## config.mk

```make
export PLATFORM = sky130hd
export DESIGN_NAME = multicycle_ctrl
export DESIGN_NICKNAME = d
export VERILOG_FILES = /design/src/rtl/multicycle_ctrl_pkg.sv /design/src/rtl/multicycle_ctrl_aludec.sv /design/src/rtl/multicycle_ctrl.sv
export SDC_FILE = /design/constraint.sdc
export NUM_CORES = 1
export LEC_CHECK = 0
export BUFFER_PORTS_ARGS = -buffer_cell sky130_fd_sc_hd__buf_2
export CAP_MARGIN = 20
export CORE_MARGIN = 5
export CORE_UTILIZATION = 40
export CTS_CLUSTER_DIAMETER = 80
export DETAILED_ROUTE_END_ITERATION = 12
export GPL_TIMING_DRIVEN = 0
export HOLD_SLACK_MARGIN = 0.02
export PLACE_DENSITY_LB_ADDON = 0.3
export SYNTH_ARGS = -nofsm -noshare
export SYNTH_HDL_FRONTEND = slang
export SYNTH_SLANG_ARGS = --single-unit
```

## constraint.sdc

```tcl
create_clock -name clk -period 2.37 [get_ports clk]
set_input_delay 0.474 -clock clk [delete_from_list [all_inputs] [get_ports clk]]
set_output_delay 0.474 -clock clk [all_outputs]
set_load 0.02 [all_outputs]
```

## src/rtl/multicycle_ctrl_pkg.sv

```systemverilog
// Shared definitions for the multicycle MIPS controller: state encoding,
// opcode/funct constants, ALUop and alucontrol codes, decode helpers.
// The optional bne support is selected with MULTICYCLE_CTRL_BNE_EN.
package multicycle_ctrl_pkg;

   typedef enum logic [3:0] {
      S_FETCH    = 4'd0,
      S_DECODE   = 4'd1,
      S_MEMADR   = 4'd2,
      S_MEMREAD  = 4'd3,
      S_MEMWB    = 4'd4,
      S_MEMWRITE = 4'd5,
      S_EXECUTE  = 4'd6,
      S_ALUWB    = 4'd7,
      S_BRANCH   = 4'd8,
      S_ADDIEX   = 4'd9,
      S_ADDIWB   = 4'd10,
      S_JUMP     = 4'd11
   } state_t;

   typedef enum logic [1:0] {
      ALUOP_ADD   = 2'b00,
      ALUOP_SUB   = 2'b01,
      ALUOP_FUNCT = 2'b10
   } aluop_t;

   localparam logic [5:0] OP_RTYPE = 6'b000000;
   localparam logic [5:0] OP_LW    = 6'b100011;
   localparam logic [5:0] OP_SW    = 6'b101011;
   localparam logic [5:0] OP_BEQ   = 6'b000100;
   localparam logic [5:0] OP_BNE   = 6'b000101;
   localparam logic [5:0] OP_ADDI  = 6'b001000;
   localparam logic [5:0] OP_J     = 6'b000010;

   localparam logic [5:0] FN_ADD = 6'b100000;
   localparam logic [5:0] FN_SUB = 6'b100010;
   localparam logic [5:0] FN_AND = 6'b100100;
   localparam logic [5:0] FN_OR  = 6'b100101;
   localparam logic [5:0] FN_SLT = 6'b101010;

   localparam logic [2:0] AC_AND = 3'b000;
   localparam logic [2:0] AC_OR  = 3'b001;
   localparam logic [2:0] AC_ADD = 3'b010;
   localparam logic [2:0] AC_SUB = 3'b110;
   localparam logic [2:0] AC_SLT = 3'b111;

   // Datapath controls produced by the state decoder (before reset gating)
   typedef struct packed {
      logic       mem_req;
      logic       iord;
      logic       memwrite;
      logic       irwrite;
      logic       pcwrite;
      logic       branch;
      logic       alusrca;
      logic [1:0] alusrcb;
      logic [1:0] pcsrc;
      logic       regdst;
      logic       memtoreg;
      logic       regwrite;
   } ctrl_t;

   // State that follows DECODE for a given opcode; unknown opcodes restart fetch
   function automatic state_t f_decode_next(input logic [5:0] op, input bit bne_en);
      case (op)
         OP_LW, OP_SW: return S_MEMADR;
         OP_RTYPE:     return S_EXECUTE;
         OP_BEQ:       return S_BRANCH;
         OP_BNE:       return bne_en ? S_BRANCH : S_FETCH;
         OP_ADDI:      return S_ADDIEX;
         OP_J:         return S_JUMP;
         default:      return S_FETCH;
      endcase
   endfunction

   // True when the opcode is implemented by this controller build
   function automatic logic f_op_legal(input logic [5:0] op, input bit bne_en);
      case (op)
         OP_LW, OP_SW, OP_RTYPE, OP_BEQ, OP_ADDI, OP_J: return 1'b1;
         OP_BNE:  return bne_en;
         default: return 1'b0;
      endcase
   endfunction

endpackage

```

## src/rtl/multicycle_ctrl_aludec.sv

```systemverilog
// Combinational ALU decoder: ALUop plus funct field to alucontrol code.
module multicycle_aludec
   import multicycle_ctrl_pkg::*;
(
   input  aluop_t     i_aluop,
   input  logic [5:0] i_funct,
   output logic [2:0] o_alucontrol
);

   // Add/sub are forced by the FSM; R-type takes the funct field
   always_comb begin
      o_alucontrol = AC_ADD;
      case (i_aluop)
         ALUOP_ADD: o_alucontrol = AC_ADD;
         ALUOP_SUB: o_alucontrol = AC_SUB;
         ALUOP_FUNCT: begin
            case (i_funct)
               FN_ADD:  o_alucontrol = AC_ADD;
               FN_SUB:  o_alucontrol = AC_SUB;
               FN_AND:  o_alucontrol = AC_AND;
               FN_OR:   o_alucontrol = AC_OR;
               FN_SLT:  o_alucontrol = AC_SLT;
               default: o_alucontrol = AC_ADD;
            endcase
         end
         default: o_alucontrol = AC_ADD;
      endcase
   end

endmodule

```

## src/rtl/multicycle_ctrl.sv

```systemverilog
// Moore control FSM for a multicycle MIPS datapath with a shared memory and a
// mem_ready stall handshake. Define MULTICYCLE_CTRL_BNE_EN to add bne.
module multicycle_ctrl
   import multicycle_ctrl_pkg::*;
(
   input  logic       clk,
   input  logic       reset,
   input  logic [5:0] op,
   input  logic [5:0] funct,
   input  logic       zero,
   input  logic       mem_ready,
   output logic       mem_req,
   output logic       iord,
   output logic       memwrite,
   output logic       irwrite,
   output logic       pcen,
   output logic       alusrca,
   output logic [1:0] alusrcb,
   output logic [1:0] pcsrc,
   output logic       regdst,
   output logic       memtoreg,
   output logic       regwrite,
   output logic [2:0] alucontrol,
   output logic       illegal_op
);

   state_t r_state;
   ctrl_t  w_ctl;
   aluop_t w_aluop;
   logic   w_zero_eff;
   logic   w_op_legal;

`ifdef MULTICYCLE_CTRL_BNE_EN
   localparam bit BNE_EN = 1'b1;
   logic r_bne;

   // Remember whether the instruction in flight is bne; captured in DECODE
   always_ff @(posedge clk) begin
      if (reset)
         r_bne <= 1'b0;
      else if (r_state == S_DECODE)
         r_bne <= (op == OP_BNE);
   end

   assign w_zero_eff = r_bne ? ~zero : zero;
`else
   localparam bit BNE_EN = 1'b0;
   assign w_zero_eff = zero;
`endif

   assign w_op_legal = f_op_legal(op, BNE_EN);

   // State register and transitions; memory states hold until mem_ready
   always_ff @(posedge clk) begin
      if (reset) begin
         r_state <= S_FETCH;
      end else begin
         case (r_state)
            S_FETCH:    if (mem_ready) r_state <= S_DECODE;
            S_DECODE:   r_state <= f_decode_next(op, BNE_EN);
            S_MEMADR:   r_state <= (op == OP_SW) ? S_MEMWRITE : S_MEMREAD;
            S_MEMREAD:  if (mem_ready) r_state <= S_MEMWB;
            S_MEMWB:    r_state <= S_FETCH;
            S_MEMWRITE: if (mem_ready) r_state <= S_FETCH;
            S_EXECUTE:  r_state <= S_ALUWB;
            S_ALUWB:    r_state <= S_FETCH;
            S_BRANCH:   r_state <= S_FETCH;
            S_ADDIEX:   r_state <= S_ADDIWB;
            S_ADDIWB:   r_state <= S_FETCH;
            S_JUMP:     r_state <= S_FETCH;
            default:    r_state <= S_FETCH;
         endcase
      end
   end

   // Per-state control decode; mem_ready only qualifies the fetch strobes
   always_comb begin
      w_ctl   = '0;
      w_aluop = ALUOP_ADD;
      case (r_state)
         S_FETCH: begin
            w_ctl.mem_req = 1'b1;
            w_ctl.alusrcb = 2'b01;
            w_ctl.irwrite = mem_ready;
            w_ctl.pcwrite = mem_ready;
         end
         S_DECODE: begin
            w_ctl.alusrcb = 2'b11;
         end
         S_MEMADR: begin
            w_ctl.alusrca = 1'b1;
            w_ctl.alusrcb = 2'b10;
         end
         S_MEMREAD: begin
            w_ctl.mem_req = 1'b1;
            w_ctl.iord    = 1'b1;
         end
         S_MEMWB: begin
            w_ctl.memtoreg = 1'b1;
            w_ctl.regwrite = 1'b1;
         end
         S_MEMWRITE: begin
            w_ctl.mem_req  = 1'b1;
            w_ctl.iord     = 1'b1;
            w_ctl.memwrite = 1'b1;
         end
         S_EXECUTE: begin
            w_ctl.alusrca = 1'b1;
            w_aluop       = ALUOP_FUNCT;
         end
         S_ALUWB: begin
            w_ctl.regdst   = 1'b1;
            w_ctl.regwrite = 1'b1;
         end
         S_BRANCH: begin
            w_ctl.alusrca = 1'b1;
            w_ctl.pcsrc   = 2'b01;
            w_ctl.branch  = 1'b1;
            w_aluop       = ALUOP_SUB;
         end
         S_ADDIEX: begin
            w_ctl.alusrca = 1'b1;
            w_ctl.alusrcb = 2'b10;
         end
         S_ADDIWB: begin
            w_ctl.regwrite = 1'b1;
         end
         S_JUMP: begin
            w_ctl.pcsrc   = 2'b10;
            w_ctl.pcwrite = 1'b1;
         end
         default: begin
            w_ctl   = '0;
            w_aluop = ALUOP_ADD;
         end
      endcase
   end

   multicycle_aludec u_aludec (
      .i_aluop      (w_aluop),
      .i_funct      (funct),
      .o_alucontrol (alucontrol)
   );

   // Select lines pass straight through; strobes are killed during reset so
   // an abandoned instruction never writes on the reset cycle
   assign iord       = w_ctl.iord;
   assign alusrca    = w_ctl.alusrca;
   assign alusrcb    = w_ctl.alusrcb;
   assign pcsrc      = w_ctl.pcsrc;
   assign regdst     = w_ctl.regdst;
   assign memtoreg   = w_ctl.memtoreg;
   assign mem_req    = ~reset & w_ctl.mem_req;
   assign memwrite   = ~reset & w_ctl.memwrite;
   assign irwrite    = ~reset & w_ctl.irwrite;
   assign regwrite   = ~reset & w_ctl.regwrite;
   assign pcen       = ~reset & (w_ctl.pcwrite | (w_ctl.branch & w_zero_eff));
   assign illegal_op = ~reset & (r_state == S_DECODE) & ~w_op_legal;

endmodule

```

Word-level counts from Yosys, hierarchy flattened
Index checks and enable logic that the tools add are counted.

Register bits after elaboration: 4. Input port bits: 16. Word-level logic and storage cells: 69.

Equal/unequal tests: 25. Muxes and demuxes: 22. Bitwise logic cells: 11. Reductions and logical operators: 10.

Operators by type and width (count): $eq A6 B6 Y1 const B (6); $pmux W4 S7 (1); $pmux W4 S5 (1); $eq A4 B3 Y1 const B (4); $eq A4 B4 Y1 const B (4); $mux W4 (3); $pmux W3 S4 (1); $mux W1 (10); $and A1 B1 Y1 (8); $eq A4 B2 Y1 const B (2); $pmux W2 S2 (2); $eq A6 B2 Y1 const B (1); $eq A6 B3 Y1 const B (1); $eq A6 B4 Y1 const B (1); $logic_not A6 Y1 (1); $ne A2 B2 Y1 const B (3); $pmux W2 S3 (1); $pmux W3 S2 (1); $reduce_or A2 Y1 (3); $reduce_or A3 Y1 (2); $reduce_or A6 Y1 (1); $eq A4 B1 Y1 const B (1); $logic_not A4 Y1 (1); $reduce_or A4 Y1 (1); 7 further kinds (8).

Logic depth before layout (Yosys ltp)
Word-level depth: 5. Mapped depth: 10.

By module
Synthesis repeated with hierarchy kept, for this count alone.

Cell total of the unflattened synthesis: 90. Area total of the unflattened synthesis: 641.9 um^2.

By module, submodules not included: multicycle_ctrl (instances 1, cells an instance 75, area each 523.0 um^2, seq. area each 80.1 um^2); multicycle_aludec (instances 1, cells an instance 15, area each 118.9 um^2, seq. area each 0.0 um^2).

Least setup slack after synthesis
No wires, ideal clock.

Path type: register to output. Start: register r_state[2]. End: output alucontrol[2]. Arrival time: 1.614 ns. Data required time: 1.896 ns. Setup slack: 0.282 ns. Stages on the path, launching flop included: 11. Cells stage by stage: dfxtp_1 buf_6 buf_4 and2b_2 nand2_1 inv_1 ha_1 nand2_1 nor4_1 nor2_1 nor2_1.

Longest elaborated chain between the ends: 4.

RTL lines: from (decl) (RTL line multicycle_ctrl.sv:27) `state_t r_state;`; from (signal assigned) (RTL line multicycle_ctrl.sv:60) `S_DECODE: r_state <= f_decode_next(op, BNE_EN);`; from (signal assigned) (RTL line multicycle_ctrl.sv:61) `S_MEMADR: r_state <= (op == OP_SW) ? S_MEMWRITE : S_MEMREAD;`; $eq A4 B4 Y1 / $eq A4 B3 Y1 (equally long branches) (RTL line multicycle_ctrl.sv:80) `case (r_state)`; $pmux W2 S2 * (RTL line multicycle_ctrl.sv:80); $eq A2 B2 Y1 / $eq A2 B1 Y1 (equally long branches) (RTL line multicycle_ctrl_aludec.sv:13) `case (i_aluop)`; $pmux W3 S2 * (RTL line multicycle_ctrl_aludec.sv:13); to (decl) (RTL line multicycle_ctrl.sv:23) `output logic [2:0] alucontrol,`.

Every way passes the cells marked *; elsewhere a longest branch is shown, timed or not.

Worst setup path after layout
Start: register r_state[3]. End: output alucontrol[0].

Same word-level chain as after synthesis.

==> results.py <==
metrics = {
    "timing": {
        "finalSetupViolations": 0,
        "fin_crit_ns": 2.27,
        "min_period_over_period_pct": 95.9,
        "clock_skew_ns": 0.00359,
        "slew_headroom_pct": 69.3,
        "rsz0062_at_grt": "true",
        "setup_tns_ns": 0,
        "tightestPinTransition_ns": 0.449,
        "postLayoutSetupSlackWorst_ns": 0.0981,
        "hold_viol": 0,
        "fmax_ghz": 0.440,
        "slew_viol_final": 0,
    },
    "cells_and_area": {
        "diodes": 0,
        "largest_reg_flops": 4,
        "final_area_um2": 1010,
        "syn_to_final_growth_pct": 44.6,
        "instances_no_fill": 157,
        "drive_gt1_share_pct": 47.9,
        "fin_nets": 160,
        "largestRegisters": "r_state (4)",
        "top_register": "r_state",
        "final_util_pct": 60.1,
    },
    "clocking": {
        "htree_num_levels": 1,
        "clkSinkCount": 4,
        "cts_tree": "done",
        "clk_latency_ns": 0.23,
        "cts_inserted_buffers": 3,
        "root_buffer": "clkbuf_4",
        "ctsLongestPathBuffers": 2,
        "cts_hold_buf": 0,
        "cts.reportedPaths.clkPinSlew_ns": 0.04,
    },
    "floorplanning": {
        "dieWidth_um": 51.9,
        "initial_core_util_pct": 41.6,
        "coreArea_um2": 1690,
        "rows": 15,
        "die_area_um2": 2690,
        "chipHeight_um": 51.9,
        "io_pins": 33,
    },
    "logic_synthesis": {
        "synth.avg_cell_area_um2": 7.31,
        "synthTopCellsByArea": "dfxtp_1, nor3_1, nor2_1, buf_6, nand2_1",
        "synth_edf_count": 0,
        "ys_ff_latch": 4,
        "async_flop_share_pct": 0,
        "synth_area_um2": 702,
        "synth_flop_cell": "dfxtp_1",
        "synth_commonest_cells": "nor3_1, nor2_1, nand2_1",
        "synth_top_cell_area_share_pct": 11.4,
        "syn_inst": 96,
        "synth_top_area_cell": "dfxtp_1",
        "yosys_warnings": 0,
        "synth_most_common_cell": "nor3_1",
        "syn_nets": 114,
        "synth_cell_types": 43,
        "yosysSeqAreaShare_pct": 11.4,
    },
    "routing": {
        "drtIter0Drc": 17,
        "routed_wl_um": 2030,
        "drcViolationCount": 0,
        "vias": 851,
        "first_pass_iters": 4,
        "post_drt_wl_per_cell_um": 12.9,
        "viasPerCell": 5.42,
        "antenna_left": 0,
    },
    "global_routing": {
        "grt_pass1_wl_um": 3420,
        "grt_pass1_vias": 803,
        "grt_max_degree": 11,
        "grt.total_usage_pct": 16.3,
        "antenna_found_initial": 0,
        "gr-total-overflow": 0,
    },
    "min_path": {
        "min_to": "r_state[2]",
        "hold_path_depth": 2,
        "hold_path_class": "in -> reg",
        "min-delay-start": "reset",
    },
    "placed_design": {
        "postPlaceCellArea_um2": 878,
        "gp_congestion": 0.763,
        "pre_cts_slack_ns": 0.138,
        "dp.cells": 144,
        "dpl.hpwl_um": 1550,
        "port_buffers": 31,
    },
    "critical_path": {
        "rr_startpoint": "r_state[3]",
        "reg2reg_depth": 6,
        "timing.rr.end": "r_state[2]",
        "cp-end-kind": "output pin",
        "cp_data_arrival_time_ns": 1.80,
        "critPathKind": "reg -> out",
        "startpoint_type": "flip-flop",
        "r2r_slack_ns": 0.86,
        "path_max_fanout": 6,
        "critPathRequiredTime_ns": 1.90,
    },
    "job": {
        "max_cap_violations": 0,
    },
    "status": {
        "status": "complete, no violations",
    },
    "power_and_ir_drop": {
        "power_density_nw_per_um2": 241,
        "p_leak_nw": 0.460,
        "ir_drop_uv": 258,
    },
}
==> where the power goes <==
part | switching, mW | total [mW] | internal, mW
clock network | 0.0254 | 0.0818 | 0.0565
logic | 0.0515 | 0.0907 | 0.0392
registers | 0.00229 | 0.0717 | 0.0694
==> repair_timing <==
action / 4_1_cts / 5_1_grt
cloned: 0 / 0
pin swaps: 3 / 2
endpoints found under the setup margin: 2 / 3
setup buffers: 5 / 5
resized for setup: 9 / 2
==> metal layers <==
metal	wire length [um]	vias to the layer above	GRT usage [%]	part of all wire, %
li1	-	436	-	-
met1	820	384	18.2	40
met4	0	0	2.62	0
met5	0	-	0	0
met2	1050	31	29.7	52
met3	151	0	5.73	7.5
==> cells in the final DEF, fill, tap and decap left out, drive strengths merged, types with 2 or more instances in the layout <==
master / netlist / final
ha: 2 / 2
nand3b: 2 / 2
nor3: 11 / 11
nor2: 11 / 11
o21ai: 6 / 6
a211oi: 3 / 3
inv: 4 / 4
buf: 6 / 47
nand2b: 4 / 4
nand2: 8 / 8
and2b: 4 / 4
xor2: 3 / 3
a21oi: 4 / 4
and3: 3 / 3
or2: 2 / 2
dfxtp: 4 / 4
nor4: 3 / 3
clkbuf: 0 / 3
==> cells by family (layout without fill, tap and decap cells) <==
| group | Yosys count | in the layout | share of synthesized area [%] |
|---|---|---|---|
| AND/OR/NAND/NOR | 53 | 53 | 44.9 |
| AO/OA/AOI/OAI | 24 | 24 | 26.6 |
| buffers and inverters | 10 | 54 | 9.80 |
| flip-flops | 4 | 4 | 11.4 |
| XOR/XNOR | 3 | 3 | 3.74 |
| adder cells (fa/ha/maj) | 2 | 2 | 3.56 |
==> worst max-delay path, stage by stage, from the launching register on <==
cell and delay [ns]:
dfxtp_1 0.32, buf_6 0.11, or2b_1 0.25, nor3_2 0.13, inv_1 0.06, ha_2 0.20
nand2_2 0.09, nor4_4 0.04, a32o_1 0.21, buf_4 0.15
==> layout make-up <==
class / instances / area, um^2
buffer: 6 / 60.1
fill: 158 / 674
clock buffer: 3 / 22.5
timing repair buffer: 41 / 235
sequential: 4 / 81.3
tap: 17 / 21.3
inverter: 4 / 15.0
multi-input combinational: 82 / 579
==> stage by stage <==
step	power, mW	hold WS (ns)
2_1_floorplan	0.126	0.509
3_3_place_gp	0.157	0.537
3_5_place_dp	0.159	0.536
4_1_cts	0.245	0.485
5_1_grt	0.264	0.490
6_report	0.244	0.491
==> how the worst max path moves through the flow <==
stage          slack, ns        from       endpoint  depth (start not counted)
4_1_cts            0.002  r_state[3]  alucontrol[0]                          9
6_report             0.1  r_state[3]  alucontrol[0]                          9
3_5_place_dp        0.14  r_state[2]  alucontrol[0]                         10
5_1_grt            -0.03  r_state[2]  alucontrol[2]                         11
3_3_place_gp        0.19  r_state[3]  alucontrol[0]                          9
2_1_floorplan       0.28  r_state[2]  alucontrol[2]                         10
(Power assumes the default switching activity.)
